$ cat config.mk
export PLATFORM = sky130hd
export DESIGN_NAME = led_frame_buffer
export DESIGN_NICKNAME = d
export VERILOG_FILES = /design/src/rtl/led_frame_buffer.sv
export SDC_FILE = /design/constraint.sdc
export NUM_CORES = 1
export LEC_CHECK = 0
export BUFFER_PORTS_ARGS = -buffer_cell sky130_fd_sc_hd__buf_2
export CAP_MARGIN = 20
export CORE_UTILIZATION = 35
export DETAILED_ROUTE_END_ITERATION = 8
export GPL_TIMING_DRIVEN = 0
export PLACE_DENSITY_LB_ADDON = 0.2
export SETUP_SLACK_MARGIN = 0.3
export SLEW_MARGIN = 20
export SYNTH_ARGS = -nofsm -noshare
export SYNTH_HDL_FRONTEND = slang
export SYNTH_SLANG_ARGS = --single-unit
export TNS_END_PERCENT = 30
$ cat constraint.sdc
create_clock -name clk_in -period 4.1 [get_ports clk_in]
set_input_delay 0.41 -clock clk_in [delete_from_list [all_inputs] [get_ports clk_in]]
set_output_delay 0.41 -clock clk_in [all_outputs]
set_load 0.005 [all_outputs]
$ cat src/rtl/led_frame_buffer.sv
// led_frame_buffer: double-buffered GRB pixel store feeding led_driver.
// The host writes the back bank, and led_driver reads the front bank by index.
// The banks swap only at a frame boundary (index-0 request), so a strand
// update never mixes two frames.
// Optional feature: define LED_BRIGHTNESS_EN to apply a global brightness
// scale to each output channel in stage 2.
module led_frame_buffer #(
   parameter  int NUM_LEDS      = 20,
   localparam int COUNTER_WIDTH = $clog2(NUM_LEDS)
) (
   input  logic                     clk_in,
   input  logic                     rst,
   input  logic                     wr_en,
   input  logic [COUNTER_WIDTH:0]   wr_addr,
   input  logic [7:0]               wr_green,
   input  logic [7:0]               wr_red,
   input  logic [7:0]               wr_blue,
   input  logic                     swap_req,
   input  logic [7:0]               brightness,
   input  logic [COUNTER_WIDTH:0]   next_led_request,
   input  logic                     request_valid,
   output logic [7:0]               green_out,
   output logic [7:0]               red_out,
   output logic [7:0]               blue_out,
   output logic                     color_valid,
   output logic                     swap_pending,
   output logic                     swap_done
);

   localparam int IW = COUNTER_WIDTH + 1;

   // Two banks of packed {g,r,b}; no reset so they map onto RAM primitives.
   logic [23:0] bank0 [NUM_LEDS];
   logic [23:0] bank1 [NUM_LEDS];

   logic           front_sel;
   logic           boundary;
   logic           swap_now;
   logic           read_sel;
   logic           wr_ok;
   logic           rd_oor;
   logic [1:0]     vld_pipe;   // [0] stage 1, [1] stage 2 (= color_valid)
   logic           oor_s1;
   logic [23:0]    data_s1;

   // A boundary request with a swap pending (or arriving now) flips the
   // front bank, and that very index-0 read already sees the new front bank.
   assign boundary = request_valid && (next_led_request == '0);
   assign swap_now = boundary && (swap_pending || swap_req);
   assign read_sel = front_sel ^ swap_now;
   assign wr_ok    = wr_en && (wr_addr < IW'(NUM_LEDS));
   assign rd_oor   = next_led_request >= IW'(NUM_LEDS);

`ifdef LED_BRIGHTNESS_EN
   // (c * (b + 1)) >> 8 in 17 bits: b=255 is identity, b=0 gives 0.
   function automatic logic [7:0] scale(input logic [7:0] c, input logic [7:0] b);
      return 8'((17'(c) * (17'(b) + 17'd1)) >> 8);
   endfunction
`else
   function automatic logic [7:0] scale(input logic [7:0] c, input logic [7:0] b);
      return c;
   endfunction
   // brightness is deliberately ignored in this build
   logic unused_brightness;
   assign unused_brightness = ^brightness;
`endif

   // Host writes always land in the bank that is currently the back bank.
   always_ff @(posedge clk_in) begin
      if (wr_ok) begin
         if (front_sel)
            bank0[wr_addr[COUNTER_WIDTH-1:0]] <= {wr_green, wr_red, wr_blue};
         else
            bank1[wr_addr[COUNTER_WIDTH-1:0]] <= {wr_green, wr_red, wr_blue};
      end
   end

   // Stage 1 data: synchronous read with the bank select resolved this cycle;
   // a write to the same entry at this edge returns the old data.
   always_ff @(posedge clk_in) begin
      data_s1 <= read_sel ? bank1[next_led_request[COUNTER_WIDTH-1:0]]
                          : bank0[next_led_request[COUNTER_WIDTH-1:0]];
   end

   // Swap control: pending flag, front bank select and the done pulse.
   always_ff @(posedge clk_in) begin
      if (rst) begin
         front_sel    <= 1'b0;
         swap_pending <= 1'b0;
         swap_done    <= 1'b0;
      end else begin
         front_sel    <= read_sel;
         swap_pending <= swap_now ? 1'b0 : (swap_pending | swap_req);
         swap_done    <= swap_now;
      end
   end

   // Stage 1 control: valid bit and out-of-range flag.
   always_ff @(posedge clk_in) begin
      if (rst) begin
         vld_pipe[0] <= 1'b0;
         oor_s1      <= 1'b0;
      end else begin
         vld_pipe[0] <= request_valid;
         oor_s1      <= rd_oor;
      end
   end

   // Stage 2: register the colour (zeroed when out of range); hold otherwise.
   always_ff @(posedge clk_in) begin
      if (rst) begin
         vld_pipe[1] <= 1'b0;
         green_out   <= 8'd0;
         red_out     <= 8'd0;
         blue_out    <= 8'd0;
      end else begin
         vld_pipe[1] <= vld_pipe[0];
         if (vld_pipe[0]) begin
            if (oor_s1) begin
               green_out <= 8'd0;
               red_out   <= 8'd0;
               blue_out  <= 8'd0;
            end else begin
               green_out <= scale(data_s1[23:16], brightness);
               red_out   <= scale(data_s1[15:8],  brightness);
               blue_out  <= scale(data_s1[7:0],   brightness);
            end
         end
      end
   end

   assign color_valid = vld_pipe[1];

endmodule
### After elaboration in Yosys (flattened, before gate mapping)

Memories as Yosys holds them, arrays and structs flattened.
Cells that the tools add are included.

| operators by class | value |
|---|---|
| magnitude comparators | 2 |
| muxes and demuxes | 10 |
| bitwise gates (word level) | 2 |
| reductions and logical operators | 6 |

Operator list:

| cell | count |
|---|---|
| $mux W24 | 1 |
| $mux W8 | 3 |
| $ge A6 B5 Y1 const B | 1 |
| $logic_not A6 Y1 | 1 |
| $lt A6 B5 Y1 const B | 1 |
| $mux W1 | 6 |
| $logic_and A1 B1 Y1 | 3 |
| $reduce_or A2 Y1 | 1 |
| $logic_or A1 B1 Y1 | 1 |
| $or A1 B1 Y1 | 1 |
| $xor A1 B1 Y1 | 1 |

| storage, ports and cells | value |
|---|---|
| register bits | 54 |
| RAM bits | 960 |
| input bits | 49 |
| output and inout port bits | 27 |
| logic and storage cells | 32 |
| memories kept | 2 |

Memory list:

| name | depth | bits a word | read ports | clocked after memory_dff | wr ports | line | text |
|---|---|---|---|---|---|---|---|
| bank0 | 20 | 24 | 1 | 0 | 1 | 33 | `logic [23:0] bank0 [NUM_LEDS];` |
| bank1 | 20 | 24 | 1 | 0 | 1 | 34 | `logic [23:0] bank1 [NUM_LEDS];` |

### Longest topological paths before layout

Gate-level depths: netlist of the first run.

| logic depth | value |
|---|---|
| depth in word-level cells | 5 |
| gate-level depth with buffers | 10 |

### Worst setup path before layout of the first run

OpenSTA, ideal clock, no wires.

| timing path | value |
|---|---|
| path kind | in2reg |
| from | input port wr_addr[4] |
| to | memory bank1[10][0], enable pin |
| library setup time | 0.405 ns |
| arrival | 2.091 ns |
| required time | 3.695 ns |
| setup slack | 1.604 ns |
| cell stages on the path | 3 |
| buffers on the path | 1 |
| cells stage by stage | or3b_2 clkbuf_1 nor2_1 |

| on the way | value |
|---|---|
| longest elaborated chain between the ends | 4 |

Ends and longest elaborated chain:

| element | line | text |
|---|---|---|
| start, declared | 14 | `input logic [COUNTER_WIDTH:0] wr_addr,` |
| $lt A6 B5 Y1 | 51 | `assign wr_ok = wr_en && (wr_addr < IW'(NUM_LEDS));` |
| $logic_and A1 B1 Y1 | 51 |  |
| $mux W1 | 70 | `if (wr_ok) begin` |
| $mux W1 (implied by the code) | 74 | `bank1[wr_addr[COUNTER_WIDTH-1:0]] <= {wr_green, wr_red, wr_blue};` |
| end, declared | 34 |  |

Several ways; a longest one is shown, not always the timed one.

### Worst setup path in the final report of the first run

| timing path | value |
|---|---|
| from | input port next_led_request[1] |
| to | register data_s1[20] |

| on the way | value |
|---|---|
| longest elaborated chain between the ends | 5 |
| elaborated cells on any way between the ends | 7 |
| those cells by class | 1 x mux; 1 x bitwise; 3 x reduce/logical; 2 x memory |

Ends and longest elaborated chain:

| element | line | text |
|---|---|---|
| start, declared | 20 | `input logic [COUNTER_WIDTH:0] next_led_request,` |
| parallel branches: the longest is 4 deep, another holds $mem_v2 Z20 W24 | -- |  |
| $mux W24 (*) | 81 | `data_s1 <= read_sel ? bank1[next_led_request[COUNTER_WIDTH-1:0]]` |
| end signal, assigned | 81 |  |
| end, declared | 44 | `logic [23:0] data_s1;` |

Every way passes the cells marked *.
A chain may end at the register's enable or synchronous reset.

==> results.txt, run 1 <==
Hold-fix buffers at CTS: 2
Initial Utilization: 35.5%
Worst EP required: 4.64 ns
Placed standard-cell area: 42,300 sq um
Die Span Y: 335 microns
Hold_ws: 0.113 ns
Cells on worst reg2reg path: 5
Clock transition at the registers of the reported paths: 0.06 ns
Number of global-route vias before repair: 20,000
Int Pwr: 0.0172 W
Worst-Margin Slew: 1.12 ns
RSZ-0062 raised after global routing: no
Net count after synthesis: 2,005
Clock buffers created by TritonCTS: 104
Post-synthesis sequential area ratio: 77.0%
Synth Flop Type: edfxtp_1
# H-tree levels: 3
RR Startpoint: front_sel
Synth Area in Compound Gates: 4.45%
Worst min path class: in -> reg
Hold_sp: rst
Root Buffer: clkbuf_16
GRT overflow: 0
Sink of the worst hold path: green_out[4]
Multiplexer share of the synthesized area: 14.2%
Post-cts resize count: 0
Post-synthesis adder-cell area fraction: 0%
Share of the synthesized area in the top cell type: 74.2%
Async SR Flop Fraction: 0%
R2R setup slack: 1.45 ns
CTS tree: done
Final Hold Viols: 0
Critical path class: in -> reg
Cell taking the most area after synthesis: edfxtp_1
Largest net degree at the start of global routing: 41
Status: finished, final reports clean
Tcrit/Tclk final: 72.4%
Final WL: 105,000 microns
#FFs+latches synth: 1,014
Routed Antenna Nets: 0
Most common cell in the netlist: edfxtp_1
Drt wl/cell: 28.2 microns
FP Rows: 121
WHS Path Cells: 2
Post-synth EDFFs: 960
Total track usage: 18.9%
HPWL Detailed: 69,100 microns
Min cycle time layout: 2.97 ns
Clk pwr share: 43.0%
DR vias: 19,700
Setup crit end kind: register
Core area: 109,000 sq um
Area Overhead vs Synth: 17.8%
Largest family of logic cells by synthesized area: multiplexers
Synth warn: 0
Crit path DAT: 3.51 ns
GPL Wtd Cong: 0.855
Post-synthesis simple-gate area fraction: 2.51%
CP Cell Sequence: clkbuf_2 > buf_2 > clkbuf_1 > mux4_2 > a211oi_1 > o2bb2ai_1 > o21ai_1
Slowest-stage cell, CP: a211oi_1
NumNets Final: 2,214
Slowest stage delay, CP: 0.88 ns
Fin. max-slew vios: 0
Post-Synth XOR/XNOR Area: 0.0226%
Fin area: 45,700 sq um
Cell Area, Synth: 38,800 sq um
Final core occ: 41.8%
Combinational fraction of design power: 4.9%
Layout cells sized above 1: 25.0%
Die ar.: 112,000 sq um
Sw frac: 21.4%
Post-Synthesis Cells: 1,956
Max_slew headroom: 25.5%
Initial antenna violation count: 10
Worst-path maximum fanout: 10
Port-buffer cells: 61
Fmax: 337 MHz
Leading post-synthesis cells by cell area: edfxtp_1 (74%), mux4_2 (9.9%), mux2i_1 (3.7%)
Worst Skew: 0.0237 ns
# clock sinks: 1,014
Drc violations: 0
Final setup viols: 0
Sequential share of power: 52.0%
Worst-skew pair later-pin latency: 0.67 ns
Mean post-synth cell area: 19.9 sq um
P per Cell Area: 479 nW/um^2
Postcts setup bufs: 0
DR pass1 iterations: 5
Yosys cell types: 42
P_leak: 14.8 nW
Maximum vdd drop: 0.351 mV
Die W: 335 microns
# Max-Cap Violations: 0
P_sw: 0.00470 W
First-pass GRT wire length: 148,000 microns
Io pins: 76
Synth top cells by count: edfxtp_1 (960), mux4_2 (170), mux2i_1 (142)
Clock Tree Buf Depth: 3
Number of DRC markers in iteration 0: 2,171
Reg2reg end: bank0[3][12]
CP startpoint kind: input port
Vias per cell: 5.28
[sequential cells by signal (all words and copies together) (netlist names)]
signal        count
bank0           480
bank1           480
blue_out          8
color_valid       1
data_s1          24
front_sel         1
green_out         8
oor_s1            1
red_out           8
swap_done         1
swap_pending      1
vld_pipe          1
[per-stage QoR]
| step | std cells | TNS (ns) | total power [W] | setup slack, ns |
|---|---|---|---|---|
| final | 3730 | 0 | 0.0219 | 1.13 |
| after global routing | 3728 | 0 | 0.0225 | 1.00 |
| after global placement | 3493 | -15.87 | 0.0127 | -0.137 |
| after CTS | 3727 | 0 | 0.0221 | 1.24 |
| after detailed placement | 3533 | 0 | 0.0127 | 0.517 |
| after floorplan | 1956 | 0 | 0.0122 | 1.60 |
[logic make-up after synthesis]
| logic type | Yosys count |
|---|---|
| buf+inv | 142 |
| simple gates | 202 |
| xor+xnor | 1 |
| mux | 335 |
| compound gates | 262 |
| flops | 1014 |
[worst max-delay path by stage]
stage,start,end,slack (ns),cells after the start
floorplan,wr_addr[4],bank1[10][0],1.60,3
global placement,wr_addr[3],bank1[3][5],-0.14,6
detailed placement,next_led_request[1],data_s1[14],0.52,7
CTS,next_led_request[1],data_s1[14],1.24,7
global route,next_led_request[1],data_s1[20],1.00,7
finish,next_led_request[1],data_s1[20],1.13,7
[routing by layer]
metal / track usage, % / share of wire [%]
met5: 0 / 0.020
met3: 3.91 / 7.3
met4: 5.59 / 2.6
met2: 30.3 / 48
met1: 25.8 / 43
[power by group through the flow]
| stage | Combinational [W] | Clock, W | Sequential [W] |
|---|---|---|---|
| after global placement | 0.00106 | 0 | 0.0116 |
| after CTS | 0.00110 | 0.00961 | 0.0114 |
| after floorplan | 0.000538 | 0 | 0.0116 |
| final | 0.00109 | 0.00943 | 0.0114 |
| after global routing | 0.00115 | 0.00999 | 0.0114 |
| after detailed placement | 0.00109 | 0 | 0.0116 |
[layout by cell type (no fill, tap or decap), drive strengths merged]
master	count
a211o	23
a211oi	24
a21oi	94
a311oi	1
a32oi	1
and2	3
and3	1
buf	165
bufinv	8
clkbuf	190
clkinv	34
clkinvlp	8
dfxtp	54
diode	3
dlygate4sd3	2
edfxtp	960
inv	30
mux2	23
mux2i	142
mux4	170
nand2	54
nand2b	24
nand3	3
nand3b	5
nor2	73
nor2b	30
nor3	2
nor4	1
o2111ai	23
o211ai	1
o21ai	24
o22ai	47
o2bb2ai	23
o41ai	1
or2	2
or3	1
or3b	3
xnor2	1
[worst max-delay path: cells and delay by family]
family / cells / cell delay [ns]
buf+inv: 3 / 1.37
compound gates: 3 / 1.28
mux: 1 / 0.43
[final cells by class]
class	instances	area (sq um)
Inverter	25	93.8
Multi-Input combinational cell	800	8520
Tap cell	1476	1850
Antenna cell	3	7.51
Sequential cell	1014	29900
Clock inverter	55	500
Buffer	117	614
Fill cell	9593	63700
Timing Repair Buffer	103	1340
Clock buffer	137	2910
(Power assumes the default switching activity.)
==> run 2, diff against run 1 <==
Clock period 4.1 ns to 2.7 ns, I/O delays scaled along.
==> results.txt, run 2 (synthesis gave the netlist of run 1 again) <==
HPWL Detailed: 69,100 microns
Port-buffer cells: 61
Final setup viols: 0
CP Cell Sequence: clkbuf_2 > buf_2 > clkbuf_2 > mux4_2 > a211oi_1 > o2bb2ai_1 > o21ai_1
RSZ-0062 raised after global routing: yes
Final Hold Viols: 0
Final WL: 106,000 microns
Die Span Y: 335 microns
Worst Skew: 0.0231 ns
Initial Utilization: 35.5%
Fin. max-slew vios: 0
Root Buffer: clkbuf_16
Worst min path class: in -> reg
Clock Tree Buf Depth: 3
Io pins: 76
Reg2reg end: bank0[7][16]
Largest delay contributor family on the critical path: compound AO/OA/AOI/OAI gates
Die W: 335 microns
Cells on worst reg2reg path: 5
Min cycle time layout: 2.62 ns
Area Overhead vs Synth: 18.7%
Total track usage: 18.9%
Vias per cell: 5.27
Sink of the worst hold path: green_out[7]
Clock buffers created by TritonCTS: 104
Worst-skew pair later-pin latency: 0.67 ns
Worst path depth: 7
First-pass GRT wire length: 148,000 microns
NumNets Final: 2,231
Routed Antenna Nets: 0
Setup TNS: 0 ns
Most frequent cells in the layout: edfxtp_1 (960), mux4_2 (170), mux2i_1 (142)
Tcrit/Tclk final: 96.9%
Clock transition at the registers of the reported paths: 0.06 ns
Number of DRC markers in iteration 0: 2,238
RR Startpoint: front_sel
P_leak: 14.9 nW
Crit path DAT: 3.15 ns
DR pass1 iterations: 5
Layout cells sized above 1: 26.4%
# Max-Cap Violations: 0
Maximum vdd drop: 0.534 mV
Fmax: 382 MHz
WHS Path Cells: 2
R2R setup slack: 0.24 ns
Slowest-stage cell, CP: a211oi_1
P per Cell Area: 722 nW/um^2
Worst-path maximum fanout: 10
Worst EP required: 3.23 ns
Drt wl/cell: 28.2 microns
Pre-CTS WS: -0.743 ns
Number of global-route vias before repair: 20,100
CTS tree: done
GPL Wtd Cong: 0.855
Core area: 109,000 sq um
CP startpoint kind: input port
Status: finished, final reports clean
Critical path class: in -> reg
Hold_sp: rst
Buffers & Inverters on Critical Path: 3
Worst setup margin: 0.0842 ns
Worst-Margin Slew: 1.11 ns
# H-tree levels: 3
Initial antenna violation count: 13
# clock sinks: 1,014
FP Rows: 121
Most used cell, CP: clkbuf_2
DR vias: 19,700
GRT overflow: 0
Drc violations: 0
Slowest stage delay, CP: 0.93 ns
Max_slew headroom: 25.9%
Largest net degree at the start of global routing: 41
Most common cell after layout, fill and taps aside: edfxtp_1
Setup crit end kind: register
Die ar.: 112,000 sq um
## run 2: cell count changes in the layout (fill, tap and decap cells not counted), sizes merged
cell | previous run | this run
diode | 3 | 4
dlygate4sd3 | 2 | 4
buf | 165 | 180
## run 2: where the power goes
group / leakage [nW] / internal [W] / switching [W] / total [W]
clock: 1.66 / 0.00834 / 0.00596 / 0.0143
sequential: 9.08 / 0.0173 / 0.0000377 / 0.0173
combinational: 4.19 / 0.000536 / 0.00113 / 0.00167
## run 2: cell type report
cell class / instances / area, sq um
diodes: 4 / 10.0
plain buffers: 117 / 622
clock buffers: 137 / 2910
clock inverters: 55 / 500
fillers: 9556 / 63300
inverters: 25 / 93.8
multi-input cells: 800 / 8590
flip-flops and latches: 1014 / 29900
well taps: 1476 / 1850
repair buffers: 120 / 1620
## run 2: how the worst max path moves through the flow
stage	startpoint	end	slack, ns
after floorplan	wr_addr[4]	bank1[10][0]	0.34
after global placement	wr_addr[3]	bank1[3][5]	-1.40
after detailed placement	next_led_request[1]	data_s1[14]	-0.74
after CTS	front_sel	bank0[8][0]	0.23
after global routing	front_sel	bank0[7][16]	0.16
final	next_led_request[1]	data_s1[13]	0.08
## run 2: routing by layer
metal / up-vias / track usage (%) / routed length, microns
li1: 8425 / - / -
met5: - / 0 / 29
met3: 146 / 4.01 / 8730
met4: 6 / 5.83 / 2700
met2: 719 / 30.3 / 50100
met1: 10400 / 25.7 / 44100
## run 2: repair_timing
action                                  4_1_cts  5_1_grt
hold buffers                                  4        0
buffers inserted                              6        9
pin swaps                                     5        7
endpoints found under the hold margin        13        0
resized for setup                            21        0
endpoints found under the setup margin      251      246
## run 2: stage by stage
step	hold slack (ns)	utilization [%]	cells	cell area (sq um)	power [W]
final	0.0548	42.1	3748	46100	0.0333
after CTS	0.00796	42.0	3735	45900	0.0336
after detailed placement	0.457	38.6	3533	42300	0.0193
after global routing	0.0644	42.1	3745	46100	0.0343
after global placement	0.449	37.4	3493	41000	0.0193
after floorplan	0.369	-	1956	38800	0.0185
